[src/rtl/mem_port_arbiter_if.sv]
// -----------------------------------------------------------------------------
// mem_port_arbiter_if
//   Memory-side bus of the fetch/data port arbiter: a single outstanding
//   request held until a one-cycle acknowledge.
//
//   m_req   : request, held until m_ack
//   m_we    : write enable
//   m_addr  : word-aligned address
//   m_wstrb : byte-lane write strobes (0000 on reads)
//   m_wdata : lane-replicated store data
//   m_rdata : read data, valid with m_ack
//   m_ack   : single-cycle completion
//
//   master : the arbiter side (drives the request)
//   slave  : the memory / bus wrapper side (drives data and acknowledge)
// -----------------------------------------------------------------------------
`timescale 1ns/1ps
interface mem_port_arbiter_if;
    logic        m_req;
    logic        m_we;
    logic [31:0] m_addr;
    logic [3:0]  m_wstrb;
    logic [31:0] m_wdata;
    logic [31:0] m_rdata;
    logic        m_ack;

    modport master (
        output m_req, m_we, m_addr, m_wstrb, m_wdata,
        input  m_rdata, m_ack
    );

    modport slave (
        input  m_req, m_we, m_addr, m_wstrb, m_wdata,
        output m_rdata, m_ack
    );
endinterface

[src/rtl/mem_port_arbiter.sv]
// -----------------------------------------------------------------------------
// mem_port_arbiter
//   Shares one single-port, variable-latency memory between the instruction
//   fetch port and the data (M-stage) port. One requester is granted at a
//   time; data normally wins, but after MAX_D_STREAK consecutive data grants
//   with a fetch waiting, one fetch grant is forced. Data accesses get byte /
//   half / word lane steering, load extension and misalignment detection.
//
//   Ports:
//     clk, rst          : clock (rising edge), asynchronous active-low reset
//     i_req/i_addr      : fetch request and word address
//     i_rdata/i_stall   : fetched instruction / fetch not yet complete
//     d_req/d_we/d_op   : data request, store select, {zero-ext, size[1:0]}
//     d_addr/d_wdata    : byte address, right-justified store data
//     d_rdata/d_stall   : extended load data / data access not yet complete
//     d_err             : one-cycle pulse on a misaligned access (no memory op)
//     mem               : memory bus (master modport)
// -----------------------------------------------------------------------------
`timescale 1ns/1ps
module mem_port_arbiter #(
    parameter int MAX_D_STREAK = 4
) (
    input  logic                       clk,
    input  logic                       rst,
    input  logic                       i_req,
    input  logic [31:0]                i_addr,
    output logic [31:0]                i_rdata,
    output logic                       i_stall,
    input  logic                       d_req,
    input  logic                       d_we,
    input  logic [2:0]                 d_op,
    input  logic [31:0]                d_addr,
    input  logic [31:0]                d_wdata,
    output logic [31:0]                d_rdata,
    output logic                       d_stall,
    output logic                       d_err,
    mem_port_arbiter_if.master         mem
);

    localparam logic [2:0] S_IDLE   = 3'd0;
    localparam logic [2:0] S_BUSY_I = 3'd1;
    localparam logic [2:0] S_BUSY_D = 3'd2;
    localparam logic [2:0] S_DONE_I = 3'd3;
    localparam logic [2:0] S_DONE_D = 3'd4;

    localparam logic [3:0] STREAK_MAX = 4'(MAX_D_STREAK);

    logic [2:0]  state_q,   state_d;
    logic [3:0]  streak_q,  streak_d;
    logic        m_req_q,   m_req_d;
    logic        m_we_q,    m_we_d;
    logic [31:0] m_addr_q,  m_addr_d;
    logic [3:0]  m_wstrb_q, m_wstrb_d;
    logic [31:0] m_wdata_q, m_wdata_d;
    logic [2:0]  op_q,      op_d;
    logic [1:0]  lane_q,    lane_d;
    logic [31:0] i_rdata_q, i_rdata_d;
    logic [31:0] d_rdata_q, d_rdata_d;
    logic        d_err_q,   d_err_d;

    // ------------------------------------------------------------------
    // Request decode (data side)
    // ------------------------------------------------------------------
    logic        d_is_byte, d_is_half, d_is_word;
    logic        d_misaligned;
    logic [3:0]  d_strb;
    logic [31:0] d_wdata_rep;
    logic        force_i;

    assign d_is_byte    = (d_op[1:0] == 2'b00);
    assign d_is_half    = (d_op[1:0] == 2'b01);
    assign d_is_word    = d_op[1];              // 10 and reserved 11
    assign d_misaligned = (d_is_half & d_addr[0]) | (d_is_word & (|d_addr[1:0]));

    always_comb begin
        d_strb = 4'b1111;
        case (d_op[1:0])
            2'b00:   d_strb = 4'b0001 << d_addr[1:0];
            2'b01:   d_strb = d_addr[1] ? 4'b1100 : 4'b0011;
            default: d_strb = 4'b1111;
        endcase
    end

    // Every lane carries the low byte (byte), the matching half (half) or
    // its own byte (word), so the memory can pick lanes by strobe alone.
    for (genvar gi = 0; gi < 4; gi++) begin : g_wlane
        assign d_wdata_rep[8*gi +: 8] = d_is_byte ? d_wdata[7:0]
                                      : d_is_half ? d_wdata[8*(gi%2) +: 8]
                                      :             d_wdata[8*gi +: 8];
    end

    assign force_i = i_req & (streak_q == STREAK_MAX);

    // ------------------------------------------------------------------
    // Load lane extraction, using the op/lane latched at grant so a
    // requester that changes its inputs mid-flight cannot corrupt it.
    // ------------------------------------------------------------------
    logic [7:0]  ld_byte;
    logic [15:0] ld_half;
    logic [31:0] ld_ext;

    assign ld_byte = 8'(mem.m_rdata >> {lane_q, 3'b000});
    assign ld_half = 16'(mem.m_rdata >> {lane_q[1], 4'b0000});

    always_comb begin
        ld_ext = mem.m_rdata;
        case (op_q[1:0])
            2'b00:   ld_ext = {{24{~op_q[2] & ld_byte[7]}}, ld_byte};
            2'b01:   ld_ext = {{16{~op_q[2] & ld_half[15]}}, ld_half};
            default: ld_ext = mem.m_rdata;
        endcase
    end

    // ------------------------------------------------------------------
    // Next-state logic
    // ------------------------------------------------------------------
    always_comb begin
        state_d   = state_q;
        streak_d  = streak_q;
        m_req_d   = m_req_q;
        m_we_d    = m_we_q;
        m_addr_d  = m_addr_q;
        m_wstrb_d = m_wstrb_q;
        m_wdata_d = m_wdata_q;
        op_d      = op_q;
        lane_d    = lane_q;
        i_rdata_d = i_rdata_q;
        d_rdata_d = d_rdata_q;
        d_err_d   = 1'b0;

        case (state_q)
            S_IDLE: begin
                if (d_req && !force_i) begin
                    if (i_req && streak_q != 4'hF) begin
                        streak_d = streak_q + 4'd1;
                    end
                    op_d   = d_op;
                    lane_d = d_addr[1:0];
                    if (d_misaligned) begin
                        // Complete immediately with an error, memory untouched.
                        state_d   = S_DONE_D;
                        d_err_d   = 1'b1;
                        d_rdata_d = 32'h0;
                    end else begin
                        state_d   = S_BUSY_D;
                        m_req_d   = 1'b1;
                        m_we_d    = d_we;
                        m_addr_d  = {d_addr[31:2], 2'b00};
                        m_wstrb_d = d_we ? d_strb : 4'b0000;
                        m_wdata_d = d_wdata_rep;
                    end
                end else if (i_req) begin
                    state_d   = S_BUSY_I;
                    streak_d  = 4'd0;
                    m_req_d   = 1'b1;
                    m_we_d    = 1'b0;
                    m_addr_d  = {i_addr[31:2], 2'b00};
                    m_wstrb_d = 4'b0000;
                end
            end
            S_BUSY_I: begin
                if (mem.m_ack) begin
                    state_d   = S_DONE_I;
                    i_rdata_d = mem.m_rdata;
                    m_req_d   = 1'b0;
                    m_we_d    = 1'b0;
                    m_wstrb_d = 4'b0000;
                end
            end
            S_BUSY_D: begin
                if (mem.m_ack) begin
                    state_d = S_DONE_D;
                    if (!m_we_q) begin
                        d_rdata_d = ld_ext;
                    end
                    m_req_d   = 1'b0;
                    m_we_d    = 1'b0;
                    m_wstrb_d = 4'b0000;
                end
            end
            S_DONE_I, S_DONE_D: begin
                state_d = S_IDLE;
            end
            default: begin
                state_d = S_IDLE;
            end
        endcase

        // The streak only measures how long a waiting fetch has been passed over.
        if (!i_req) begin
            streak_d = 4'd0;
        end
    end

    always_ff @(posedge clk or negedge rst) begin
        if (!rst) begin
            state_q   <= S_IDLE;
            streak_q  <= 4'd0;
            m_req_q   <= 1'b0;
            m_we_q    <= 1'b0;
            m_addr_q  <= 32'h0;
            m_wstrb_q <= 4'b0000;
            m_wdata_q <= 32'h0;
            op_q      <= 3'b000;
            lane_q    <= 2'b00;
            i_rdata_q <= 32'h0;
            d_rdata_q <= 32'h0;
            d_err_q   <= 1'b0;
        end else begin
            state_q   <= state_d;
            streak_q  <= streak_d;
            m_req_q   <= m_req_d;
            m_we_q    <= m_we_d;
            m_addr_q  <= m_addr_d;
            m_wstrb_q <= m_wstrb_d;
            m_wdata_q <= m_wdata_d;
            op_q      <= op_d;
            lane_q    <= lane_d;
            i_rdata_q <= i_rdata_d;
            d_rdata_q <= d_rdata_d;
            d_err_q   <= d_err_d;
        end
    end

    // ------------------------------------------------------------------
    // Outputs
    // ------------------------------------------------------------------
    assign mem.m_req   = m_req_q;
    assign mem.m_we    = m_we_q;
    assign mem.m_addr  = m_addr_q;
    assign mem.m_wstrb = m_wstrb_q;
    assign mem.m_wdata = m_wdata_q;

    assign i_rdata = i_rdata_q;
    assign d_rdata = d_rdata_q;
    assign d_err   = d_err_q;
    assign i_stall = i_req & (state_q != S_DONE_I);
    assign d_stall = d_req & (state_q != S_DONE_D);

    // Fetch addresses are word accesses; the low bits are dropped on purpose.
    logic unused_addr_bits;
    assign unused_addr_bits = ^i_addr[1:0];

endmodule

[src/flat_wrapper.sv]
// flat-port wrapper written by rule: the top's interface ports become plain ports
module mem_port_arbiter_flat 
#(
    parameter int MAX_D_STREAK = 4
)
  (clk, rst, i_req, i_addr, i_rdata, i_stall, d_req, d_we, d_op, d_addr, d_wdata, d_rdata, d_stall, d_err, mem_m_req, mem_m_we, mem_m_addr, mem_m_wstrb, mem_m_wdata, mem_m_rdata, mem_m_ack);
  mem_port_arbiter_if mem_i ();
  input  logic clk;
  input  logic rst;
  input  logic i_req;
  input  logic [31:0] i_addr;
  output logic [31:0] i_rdata;
  output logic i_stall;
  input  logic d_req;
  input  logic d_we;
  input  logic [2:0] d_op;
  input  logic [31:0] d_addr;
  input  logic [31:0] d_wdata;
  output logic [31:0] d_rdata;
  output logic d_stall;
  output logic d_err;
  output wire logic [$bits(mem_i.m_req)-1:0] mem_m_req;
  output wire logic [$bits(mem_i.m_we)-1:0] mem_m_we;
  output wire logic [$bits(mem_i.m_addr)-1:0] mem_m_addr;
  output wire logic [$bits(mem_i.m_wstrb)-1:0] mem_m_wstrb;
  output wire logic [$bits(mem_i.m_wdata)-1:0] mem_m_wdata;
  input wire logic [$bits(mem_i.m_rdata)-1:0] mem_m_rdata;
  input wire logic [$bits(mem_i.m_ack)-1:0] mem_m_ack;
  assign mem_m_req = mem_i.m_req;
  assign mem_m_we = mem_i.m_we;
  assign mem_m_addr = mem_i.m_addr;
  assign mem_m_wstrb = mem_i.m_wstrb;
  assign mem_m_wdata = mem_i.m_wdata;
  assign mem_i.m_rdata = mem_m_rdata;
  assign mem_i.m_ack = mem_m_ack;
  mem_port_arbiter #(.MAX_D_STREAK(MAX_D_STREAK)) u_core (.clk(clk), .rst(rst), .i_req(i_req), .i_addr(i_addr), .i_rdata(i_rdata), .i_stall(i_stall), .d_req(d_req), .d_we(d_we), .d_op(d_op), .d_addr(d_addr), .d_wdata(d_wdata), .d_rdata(d_rdata), .d_stall(d_stall), .d_err(d_err), .mem(mem_i));
endmodule
[config.mk]
export PLATFORM = sky130hd
export DESIGN_NAME = mem_port_arbiter_flat
export DESIGN_NICKNAME = d
export VERILOG_FILES = /design/src/rtl/mem_port_arbiter_if.sv /design/src/rtl/mem_port_arbiter.sv /design/src/flat_wrapper.sv
export SDC_FILE = /design/constraint.sdc
export NUM_CORES = 1
export LEC_CHECK = 0
export CAP_MARGIN = 20
export CORE_MARGIN = 2
export CORE_UTILIZATION = 36
export CTS_CLUSTER_DIAMETER = 60
export DETAILED_ROUTE_END_ITERATION = 12
export PLACE_DENSITY = 0.68
export SYNTH_ARGS = -nofsm -noshare
export SYNTH_HDL_FRONTEND = slang
export SYNTH_SLANG_ARGS = --single-unit
[constraint.sdc]
create_clock -name clk -period 4.8 [get_ports clk]
set_input_delay 0.48 -clock clk [delete_from_list [all_inputs] [get_ports clk]]
set_output_delay 0.48 -clock clk [all_outputs]
set_load 0.01 [all_outputs]
Yosys cells after proc, flatten, opt, wreduce, memory -nomap -nowiden
Cells that the tools add are included.
Storage, ports and cells
  register bits after elaboration: 147
  input bits: 137
  output and inout bits: 137
Operators by class
  add/subtract/negate cells: 1
  equal/unequal tests: 19
  shift-type cells: 3
  muxes and demuxes: 44
  bitwise operators: 10
  reductions and logical operators: 19
Operator list (count)
  $mux 32: 7
  $pmux 32 s2: 2
  $mux 4: 10
  $mux 8: 5
  $shr 32x5->16: 1
  $shr 32x5->8: 1
  $pmux 4 s2: 2
  $mux 3: 5
  $mux 1: 10
  $ne 3x3->1 const B: 3
  $pmux 3 s3: 1
  $reduce_and 3->1: 3
  $ne 2x1->1 const B: 4
  $ne 2x2->1 const B: 4
  $and 1x1->1: 7
  $ne 3x2->1 const B: 2
  $reduce_and 2->1: 3
  $reduce_bool 2->1: 3
  $reduce_and 5->1: 1
  $add 4x1->4 const B: 1
  $eq 2x1->1 const B: 2
  $eq 4x3->1 const B: 1
  $logic_not 2->1: 2
  $ne 4x4->1 const B: 1
  11 further kinds: 15

Depth between registers and ports, before layout
Gate-level depths: netlist of run 1.
  depth after elaboration: 7
  mapped depth: 7

Worst setup path after synthesis of run 1
No wires, ideal clock.
  path kind: input to register
  from: input i_req
  to: register u_core.m_addr_q[10], in the netlist u_core.mem.m_addr[10]
  setup time: 125 ps
  data arrival time: 1814 ps
  required time: 4675 ps
  slack: 2861 ps
  cell stages on the path: 6
  buffers on the path: 2
  cells stage by stage: buf_2 nand4b_1 nand2_1 buf_2 mux2_2 mux2_2
On the way
  cells in the longest elaborated chain, start to end: 5
  elaborated cells on any way between the ends: 7
  classes of those cells: 1 x eq/ne; 1 x mux; 1 x bitwise; 4 x reduce/logical
RTL lines
  start: declaration: RTL line flat_wrapper.sv:10  | input logic i_req;
  $and 1x1->1: RTL line mem_port_arbiter.sv:92  | assign force_i = i_req & (streak_q == STREAK_MAX);
  $logic_not 1->1: RTL line mem_port_arbiter.sv:133  | if (d_req && !force_i) begin
  $logic_and 1x1->1: RTL line mem_port_arbiter.sv:133
  $ne 2x2->1 (no line) or $reduce_bool 2->1 (tied branches)
  $reduce_and 3->1 (no line)
  end signal: assignment: RTL line mem_port_arbiter.sv:214  | m_addr_q <= m_addr_d;
  end: declaration: RTL line mem_port_arbiter.sv:52  | logic [31:0] m_addr_q, m_addr_d;
Parallel ways exist; a longest one is shown, timed or not.
A chain may end at the register's enable or synchronous reset.

Worst setup path in the final report of run 1
  from: input i_req
  to: register u_core.m_addr_q[12], in the netlist u_core.mem.m_addr[12]
The elaborated chain is that of the path after synthesis.

==> impl_summary.md, run 1 <==
Route
The starting DRC count in detailed routing is between 200 and 250. In this run the remaining antenna-violating nets after routing total 0. After detailed routing, the average wire length per cell comes to 19.60 um. The total number of vias is 5402.

The iteration count of the initial detailed-routing pass is 4. The final wirelength is 20290 um. Using the TritonRoute via totals, the vias-per-cell ratio works out to 5.219. The total DRC errors in the routed layout is 0.

Clock tree
The maximum level of the CTS H-tree is 4. The clock slew seen by the registers of the worst setup and hold paths is ~0.06 ns. The clock tree root buffer cell is clkbuf_16. Once the clock tree was built, the resizer swapped 0 gates to a different size.

TritonCTS created 17 clock buffers. The CTS sink count is 145. The later-pin clock latency in the skew report is 0.42 ns. No sink is reached through more buffers than the 2 on the longest clock path.

TritonCTS built the clock tree. The number of setup buffers added after CTS is 0. The number of buffers added to fix hold violations after cts is 0.

Global route
The initial antenna violation count was 0. The largest net degree at the start of global routing is 108. The first global-routing pass estimated 32080 um of wire.

The total congestion overflow is 0. The via count of the first global-routing pass is 5883. The overall routing resource usage is 0.2026.

Synthesis
Counting flops with a built-in enable in the synthesized netlist gives 0. The mean post-synth cell area is 13.10 um2. The register area share after synthesis is 0.5257.

The number of warnings issued by yosys is 0. The share of flip-flops with an asynchronous set or reset is 1.000. The count of cell types in the netlist is 57. The mapped netlist covers approximately 6900 um2. In the synthesized netlist, the number of instances is 527. The dominant synthesized flop cell is dfrtp_1.

The synthesized design contains 145 register bits.

Floorplan
The die covers 20290 um2. For this configuration, the core starts out at a cell density of 0.3677. Pin placement for this block handled 274 I/O pins. In this run the standard cell core region covers roughly 19000 um2. The floorplan step set the die width to 142.5 um. In this run the core area contains 50 standard-cell rows. The die boundary height is about 140 um.

Setup path
By instance count, the cell type seen most on the critical path is mux2_2. The worst setup path is captured at a flip-flop. The biggest cell delay along the critical path is 0.67 ns. The master of the slowest instance on the critical path is nand2_1.

Grouping stages by cell kind, the critical path spends the most delay in buffers and inverters. The data required time at the worst endpoint is 5.11 ns. The setup path with the least slack is of type input port to flip-flop. The peak fanout along the critical path is 17. The number of buffers and inverters on the critical path is 2. Data arrives at the worst endpoint at 3.09 ns. The critical path goes through clkdlybuf4s50_1 > nand4b_1 > nand2_1 > buf_4 > mux2_2 > mux2_2. The kind of start point of the critical path is an input port.

Placement
The post-placement setup slack is 1.565 ns. The count of buffers inserted at the top-level ports is 269. Once placement finished, the instance area stood at 9767 um2.

After legalization and detailed placement, the total HPWL measured 14860 um. At the end of routability-driven placement, the weighted congestion stood at approximately 0.81.

Job
The number of violations of the max-capacitance limit is 0.

Run status
The run finished with clean final reports.

Timing
The pin slew with the least headroom to its limit is 1.097 ns. Across all setup checks in the final design, the least slack found is between 2 and 2.5 ns. Of the available clock period, the critical path in the final layout requires 0.5804. Timing would allow up to 359.0 MHz. Summed over all failing endpoints, the final setup total negative slack is 0 ns. The worst max-slew margin expressed relative to the limit is 0.2686. The final max-slew violation count came to 0. The shortest period the worst path allows is approximately 2.8 ns. The final count of negative-setup-slack endpoints is 0.

Setup repair after global routing left no endpoint under its margin. Across the routed clock network, the largest skew measured is 0.007034 ns. The hold violation total from the final report is 0.

Finish
In the final layout, flip-flops and latches occupy 3628 um2. Of the cells placed in the final design, the portion with a size suffix greater than 1 is 0.2522. The area occupied by multi-input gates is 3039 um2. The final net count is 927. The area added between synthesis and finish is 50.47%. The post-route cell area is 10390 um2.

The total inserted antenna cells is 0. At the end of the flow the core is filled with cells to 0.5533. The filler cells instantiated in the layout total 1578.

Power
Total power for the finished layout comes to 6.377 mW. For this design the static power due to leakage is 4.333 nW. The total power per unit cell area is approximately 610 nW/um2. The largest voltage drop on the vdd net is 0.2857 mV.

Hold path
The min-delay analysis places its worst path in the category input port to asynchronous set/reset pin.
metrics by stage:
stage | std cells | hold slack [ns]
2_1_floorplan | 528 | 0.1844
3_3_place_gp | 1002 | 0.4602
3_5_place_dp | 1002 | 0.4661
4_1_cts | 1034 | 0.2281
5_1_grt | 1035 | 0.2583
6_report | 1035 | 0.1833
power breakdown:
| group | switching, mW | internal [mW] | leakage [nW] | total, mW |
|---|---|---|---|---|
| clock network | 0.543 | 0.797 | 0.276 | 1.34 |
| registers | 0.411 | 1.80 | 1.79 | 2.21 |
| logic | 1.12 | 1.71 | 2.27 | 2.83 |
| total | 2.08 | 4.30 | 4.33 | 6.38 |
layout by cell type (no fill, tap or decap), types with 3 or more instances in the layout:
cell type and n:
clkinvlp_4 4, a211oi_1 6, inv_1 15, mux2_1 4, a221oi_1 8, nor3_1 3, clkdlybuf4s50_1 268, a221o_1 16
o2bb2ai_1 4, mux2_2 148, mux2i_1 15, dfrtp_1 145, o22ai_1 7, nor2_1 19, o21a_1 5, a32o_1 4
nand2_1 20, a21oi_1 7, clkbuf_16 17, o21ai_0 10, buf_4 7, a21o_1 14
layout make-up:
cell class,count,share of cell area
flip-flops and latches,145,0.3494
multi-input cells,331,0.2926
repair buffers,277,0.2671
clock buffers,21,0.04434
well taps,234,0.02819
clock inverters,11,0.01253
inverters,16,0.005783
Yosys cell counts, drive strengths merged, types with 6 or more instances:
cell type  instances  share of area
clkbuf             9         0.0049
nand2             20          0.011
a221oi             8          0.010
a21o              14          0.015
a21oi              9         0.0065
buf               27          0.024
a221o             16          0.023
mux2             152           0.25
dfrtp            145           0.53
a211oi             6         0.0065
o21ai             10         0.0073
nor2              20          0.012
mux2i             15          0.022
o22ai              7         0.0063
inv               15         0.0082
kinds of logic after synthesis:
group	after synthesis	share of synthesized area
compound gates	96	0.1113
xor+xnor	1	0.001269
fa+ha+maj	2	0.003625
buf+inv	52	0.03789
flops	145	0.5257
mux	168	0.2730
other cells	1	0.0005434
simple gates	62	0.04659
flip-flops by register name (all words and copies together), names as in the netlist, 3 cells and up:
signal	flops
u_core.d_rdata	32
u_core.i_rdata	32
u_core.mem.m_wdata	32
u_core.mem.m_addr	30
u_core.mem.m_wstrb	4
u_core.streak_q	4
u_core.op_q	3
u_core.state_q	3
worst paths after layout:
check	from	to	slack, ns	cells after the start
min in group clk	u_core.d_rdata[11]	u_core.d_rdata[11]	0.48	1
setup / recovery	i_req	u_core.mem.m_addr[12]	2.01	6
hold reg to reg	u_core.d_rdata[11]	u_core.d_rdata[11]	0.48	1
hold / removal	rst	u_core.d_rdata[2]	0.18	1
setup reg to reg	u_core.streak_q[0]	u_core.mem.m_addr[12]	2.06	7
max in group asynchronous	rst	u_core.mem.m_wdata[10]	3.50	2
per-layer routing:
layer,up-vias,part of all wire,global-route usage
met5,-,0,0
met4,0,0.013,0.05732
met3,23,0.095,0.07907
met2,219,0.48,0.3310
met1,2680,0.41,0.2498
li1,2480,-,-
Note: power is estimated with default switching activity, not from simulation.
==> run 2: changes to the inputs <==
==> constraint.sdc (replaced) <==
create_clock -name clk -period 2.6 [get_ports clk]
set_input_delay 0.26 -clock clk [delete_from_list [all_inputs] [get_ports clk]]
set_output_delay 0.26 -clock clk [all_outputs]
set_load 0.01 [all_outputs]
==> impl_summary.md, run 2 (synthesis gave the netlist of run 1 again) <==
Setup path
The critical path endpoint category is a primary output. The category of cells accounting for the largest share of critical-path delay is flip-flops. The largest single stage delay on the critical path is just under 0.6 ns. The worst register-to-register path has a depth of 5. By startpoint and endpoint, the worst setup path is classified as flip-flop to primary output. Traced cell by cell, the critical path runs through nor2_1 > a21oi_1 > clkdlybuf4s50_1. STA classifies the critical path startpoint as a flip-flop.

Counting both buffers and inverters, the worst setup path holds a total of 1. The setup slack of the worst register-to-register path is 0.49 ns. For the worst setup path, the data required time is 2.34 ns. The worst register-to-register path begins at u_core.state_q[2].

Data arrives at the worst endpoint at 1.88 ns. Along the worst path, the maximum fanout reaches 11. For this design, the slowest cell found on the critical path is dfrtp_1. The critical path crosses 3 cells after its start point. The worst register-to-register path ends at u_core.d_rdata[16].

Finish
Counting the fill cells in the layout gives 1522. In the final design database the tool counted 938 nets. The area growth from synthesis to layout is 52.97%.

In the final layout, the share of cells above drive strength 1 is 0.2623. The library cell used most frequently in the layout, excluding fill and tap cells, is clkdlybuf4s50_1. In the layout the commonest cells are clkdlybuf4s50_1, mux2_2, dfrtp_1.

0 antenna diodes ended up in the layout.

Clock tree
The later-pin clock latency in the skew report is 0.42 ns. The number of setup buffers added after CTS is 0. Counting the buffers created by CTS gives 17.

TritonCTS built the clock tree. The clock tree root buffer cell is clkbuf_16. No sink is reached through more buffers than the 2 on the longest clock path. Clock-pin slew was measured on the worst setup and hold paths at 0.06 ns. The maximum level of the CTS H-tree is 4. Clock tree synthesis found a total of 145 sinks.

Timing
The upper clock frequency limit is 466.6 MHz. The total negative setup slack is 0 ns. Measured against its own limit, the worst slew margin works out to 0.4802. The hold violation total from the final report was 0. At the pin with the least slew margin, the transition time is ~0.78 ns. Subtracting the final worst setup slack from the clock period gives 2.143 ns. Setup violations remaining at the end of the flow were counted as 0. Setup repair after global routing left no endpoint under its margin. The final max-slew violation count is 0. The clock arrives with roughly 0.0055 ns of skew. The period utilization is 0.8243.

Power
IR analysis of the VDD net gives a maximum drop of 0.5680 mV. Summed over all nets, the switching power comes to 3.818 mW. The logic gate share of total power is 0.451.

The clock power share is 0.215. Power comes to 11.95 mW. For this design the static power due to leakage is 4.428 nW. The proportion of total power due to net switching is 0.3195. Internal power comes to 8.130 mW. The proportion of power drawn by flip-flops and latches is 0.335. The total power per unit cell area is between 1000 and 1500 nW/um2.

Floorplan
The effective utilization at floorplan is 0.3677. The number of placed I/O pins is 274. The die covers 20290 um2. The die boundary height is 142.5 um.

The total area inside the core boundary comes to 18770 um2. The floorplan step set the die width to 142.5 um. The number of core rows is 50.

Run status
The flow ran to the end, and the final reports show no timing, DRC or antenna violations.

Placement
The half-perimeter wire length after placement is roughly 15000 um. The count of buffers inserted at the top-level ports is about 270. Routability-driven placement finished with a final weighted congestion of between 0.8 and 0.9.

Hold path
The tightest min-delay check is of the input port to asynchronous set/reset pin type.

Route
The remaining antenna violation count after routing is 0. The average wire length per cell after detail routing is 19.44 um. After detailed routing, the total wire length is 20340 um.

The first routing iteration left 190 violations. The vias per cell is between 5 and 6. Detailed routing inserted a total of 5462 vias. The total DRC errors in the routed layout is 0. The iteration count of the initial detailed-routing pass is 6.

Global route
The first global-routing pass estimated 31620 um of wire. The via count of the first global-routing pass is 5872. The initial antenna violation count was 0. Summed over all layers, the global routing overflow is 0. In the global route stage, overall resource usage came out at 0.2016. The largest net degree at the start of global routing is 63.

Job
Max-cap violations in this run came to 0.
-- run 2: cell types whose count changed in the layout (fill, tap and decap cells not counted) --
cell / before / now
buf_12: 0 / 6
buf_16: 1 / 0
buf_4: 7 / 12
bufinv_16: 2 / 3
clkbuf_1: 2 / 1
clkbuf_8: 2 / 3
clkinvlp_4: 4 / 3
dlygate4sd3_1: 0 / 1
-- run 2: per-stage QoR --
stage	utilization	worst slack [ns]	cell area [um2]	instances	hold WS, ns
after detailed placement	0.5288	0.2564	9925	1013	0.2951
after global routing	0.5625	0.3690	10560	1046	0.4567
after CTS	0.5625	0.4279	10560	1046	0.4071
after floorplan	-	0.6868	6905	528	-0.03559
after global placement	0.5288	0.2916	9925	1013	0.2847
final	0.5625	0.4568	10560	1046	0.3983
-- run 2: final cells by class --
| type | instances | area, um2 | share of cell area |
|---|---|---|---|
| repair buffers | 288 | 2914 | 0.2760 |
| inverters | 16 | 60.06 | 0.005689 |
| flip-flops and latches | 145 | 3628 | 0.3437 |
| clock inverters | 11 | 152.6 | 0.01446 |
| multi-input cells | 331 | 3039 | 0.2879 |
| clock buffers | 21 | 470.5 | 0.04456 |
| well taps | 234 | 292.8 | 0.02773 |
-- run 2: worst reg2reg max path: stages, from the launching register on --
cell	delay, ns
dfrtp_1	0.52
or3_1	0.50
nor3_2	0.27
a21oi_2	0.11
buf_12	0.19
a221o_1	0.39
-- run 2: per-layer routing --
metal | routed length (um) | GRT usage
met4 | 200 | 0.05941
met5 | 0 | 0
met3 | 1801 | 0.07638
met1 | 8167 | 0.2364
met2 | 10170 | 0.3444
-- run 2: worst max path at each step --
| stage | startpoint | to | slack (ns) |
|---|---|---|---|
| floorplan | u_core.streak_q[0] | u_core.mem.m_addr[10] | 0.69 |
| global placement | i_req | u_core.mem.m_addr[15] | 0.29 |
| detailed placement | i_req | u_core.mem.m_addr[16] | 0.26 |
| CTS | u_core.state_q[1] | d_stall | 0.43 |
| global route | u_core.state_q[1] | d_stall | 0.37 |
| finish | u_core.state_q[1] | d_stall | 0.46 |
-- run 2: timing repair --
action | in CTS | in global routing
endpoints found under the hold margin | 60 | 0
hold buffers | 1 | 0
resized for setup | 0 | 0
-- run 2: power groups by stage --
| stage | sequential, mW | combinational [mW] | clock (mW) |
|---|---|---|---|
| floorplan | 4.33 | 2.17 | 0 |
| global placement | 3.96 | 5.33 | 0 |
| detailed placement | 4.02 | 5.42 | 0 |
| CTS | 4.01 | 5.45 | 2.64 |
| global route | 4.14 | 5.77 | 2.73 |
| finish | 4.00 | 5.38 | 2.57 |
==> run 3: changes to the inputs <==
--- a/config.mk
+++ b/config.mk
@@ -10,7 +10,7 @@
 export CORE_UTILIZATION = 36
 export CTS_CLUSTER_DIAMETER = 60
 export DETAILED_ROUTE_END_ITERATION = 12
-export PLACE_DENSITY = 0.68
+export PLACE_DENSITY = 0.71
 export SYNTH_ARGS = -nofsm -noshare
 export SYNTH_HDL_FRONTEND = slang
 export SYNTH_SLANG_ARGS = --single-unit
==> constraint.sdc (replaced) <==
create_clock -name clk -period 1.9 [get_ports clk]
set_input_delay 0.19 -clock clk [delete_from_list [all_inputs] [get_ports clk]]
set_output_delay 0.19 -clock clk [all_outputs]
set_load 0.01 [all_outputs]
==> impl_summary.md, run 3 (synthesis gave the netlist of run 1 again) <==
Power
Power spread over the standard cell area amounts to 1538 nW/um2. The share of total power dissipated in the clock network is 0.192. The proportion of total power due to net switching is 0.3241. Summed over all cells, the static leakage comes to 4.827 nW. The internal power contribution is 11.65 mW. The share of total power dissipated in sequential elements is 0.315. The total net switching power is 5.588 mW. Of the total power, combinational logic draws 0.493.

VDD sags by at most about 0.80 mV. The design draws 17.24 mW.

Timing
The smallest setup slack after layout is -0.05644 ns. Setup violations remaining at the end of the flow were counted as 52. The final worst hold slack is 0.2621 ns. Setup repair after global routing could not meet its margin everywhere. Static timing analysis puts the maximum clock frequency at 511.1 MHz.

The shortest period the worst path allows is 1.956 ns. The hold violation total from the final report is 0. The final max-slew violation count is 0. In the finished design, the share of the clock period the worst path needs comes to 1.030. For the final database, setup skew stands at 0.01223 ns.

Clock tree
Counting every sink on the clock net gives 145. The later-pin clock latency in the skew report is 0.42 ns. The clock tree root buffer cell is clkbuf_16. Counting the buffers created by CTS gives 17. The TritonCTS clock tree is done. The maximum level of the CTS H-tree is 4. No sink is reached through more buffers than the 2 on the longest clock path.

The clock slew seen by the registers of the worst setup and hold paths is 0.07 ns.

Route
The average wire length per cell after detail routing is 19.73 um. After detailed routing, the total wire length is approximately 22000 um. The routed layout has 5682 vias. The detail route stage leaves a number of antenna-violating nets equal to 0. The total DRC errors in the routed layout is 0. The starting DRC count in detailed routing is 312. In the routed layout, each cell is associated on average with a via count of ~5.2. Before antenna repair, the detailed router went through 4 iterations.

Finish
The fraction of layout instances using a drive strength above 1 is 0.3183. In the layout the commonest cells are clkdlybuf4s50_1, dfrtp_1, mux2_2. At the end of the flow, the number of nets in the layout was 993.

Leaving out fill and tap cells, the most frequent cell in the layout is clkdlybuf4s50_1. The total inserted antenna cells is 0. The area added between synthesis and finish is 62.44%.

Global route
The via count of the first global-routing pass is between 5000 and 6000. For this run the aggregate overflow at the end of global routing stands at 0. Entering global routing, the biggest net connects 54 pins. The overall routing resource usage is 0.2076. The wire length of the first global-routing pass is 32520 um. The initial antenna violation count was 0.

Setup path
The data required time at the worst endpoint is 2.20 ns. The worst setup path is launched from a flip-flop. The peak fanout along the critical path is 5. The worst setup path is captured at a flip-flop. The worst path arrival time is 2.26 ns.

The startpoint-to-endpoint class of the critical path is flip-flop to flip-flop.

Job
The number of violations of the max-capacitance limit is 0.

Placement
The half-perimeter wire length after placement is 15730 um. The count of buffers inserted at the top-level ports is roughly 270. Timing analysis after detailed placement gives a worst setup slack of -0.3642 ns. The congestion estimate from routability-driven global placement came to 0.8493.

Floorplan
The die boundary height is 142.5 um. The floorplan has 50 rows. The total area inside the core boundary comes to 18770 um2. The die covers 20290 um2. The number of placed I/O pins is 274. The initial utilization of the core area, before any placement, comes to 0.3677. The horizontal extent of the die is 142.5 um.

Run status
The flow ran to the end, but the final reports show violations. The checks that failed: setup timing.

Hold path
The worst min-delay path category is input port to asynchronous set/reset pin.
run 3: metal layers:
metal / track usage / vias to the layer above / share of wire
li1: - / 2605 / -
met1: 0.2583 / 2813 / 0.41
met2: 0.3467 / 240 / 0.50
met3: 0.06662 / 24 / 0.080
met4: 0.06045 / 0 / 0.014
met5: 0 / - / 0
run 3: per-stage QoR:
stage / setup TNS [ns] / utilization / cell area [um2] / cells
2_1_floorplan: -0.3161 / - / 6905 / 528
3_3_place_gp: -10.57 / 0.5465 / 10260 / 1054
3_5_place_dp: -12.67 / 0.5465 / 10260 / 1054
4_1_cts: -0.4204 / 0.5880 / 11040 / 1095
5_1_grt: -7.815 / 0.5973 / 11210 / 1101
6_report: -1.214 / 0.5973 / 11210 / 1101
run 3: power by group through the flow:
stage | clock network (mW) | registers (mW) | logic (mW)
final | 3.31 | 5.43 | 8.50
after global routing | 3.51 | 5.61 | 9.05
after CTS | 3.38 | 5.42 | 8.24
after detailed placement | 0 | 5.43 | 7.91
after global placement | 0 | 5.35 | 7.78
after floorplan | 0 | 5.92 | 2.97
run 3: repair_timing:
action                                  4_1_cts  5_1_grt
gates resized for setup                      22       22
cloned                                        2        4
endpoints found under the hold margin        37        0
hold buffers                                  1        0
pin swaps                                     3        0
endpoints found under the setup margin       55       92
buffers inserted                              6        2
run 3: area by class of cell:
type                            instances  area [um2]
Tap cell                              234       292.8
Inverter                               16       60.06
Clock buffer                           20       466.7
Clock inverter                         12       120.1
Timing Repair Buffer                  343        3455
Sequential cell                       145        3630
Multi-Input combinational cell        331        3187
Fill cell                            1472        7557
run 3: path summary, 6_finish.rpt:
check	slack (ns)	cells after the start	end	start
hold reg to reg	0.48	1	u_core.d_rdata[1]	u_core.d_rdata[1]
hold / removal	0.26	2	u_core.mem.m_addr[24]	rst
setup reg to reg	-0.06	9	u_core.mem.m_addr[21]	u_core.streak_q[0]
setup / recovery	-0.06	9	u_core.mem.m_addr[21]	u_core.streak_q[0]
min in group clk	0.39	2	u_core.op_q[2]	d_op[2]
max in group asynchronous	0.99	3	u_core.mem.m_addr[16]	rst
run 3: critical path, cell delays in order (launching register included):
cell and delay, ns:
dfrtp_1 0.38, inv_2 0.06, ha_4 0.16, nand4b_1 0.11, buf_4 0.12, o211ai_1 0.14, a21oi_4 0.23, buf_12 0.16
clkbuf_16 0.15, mux2_2 0.33
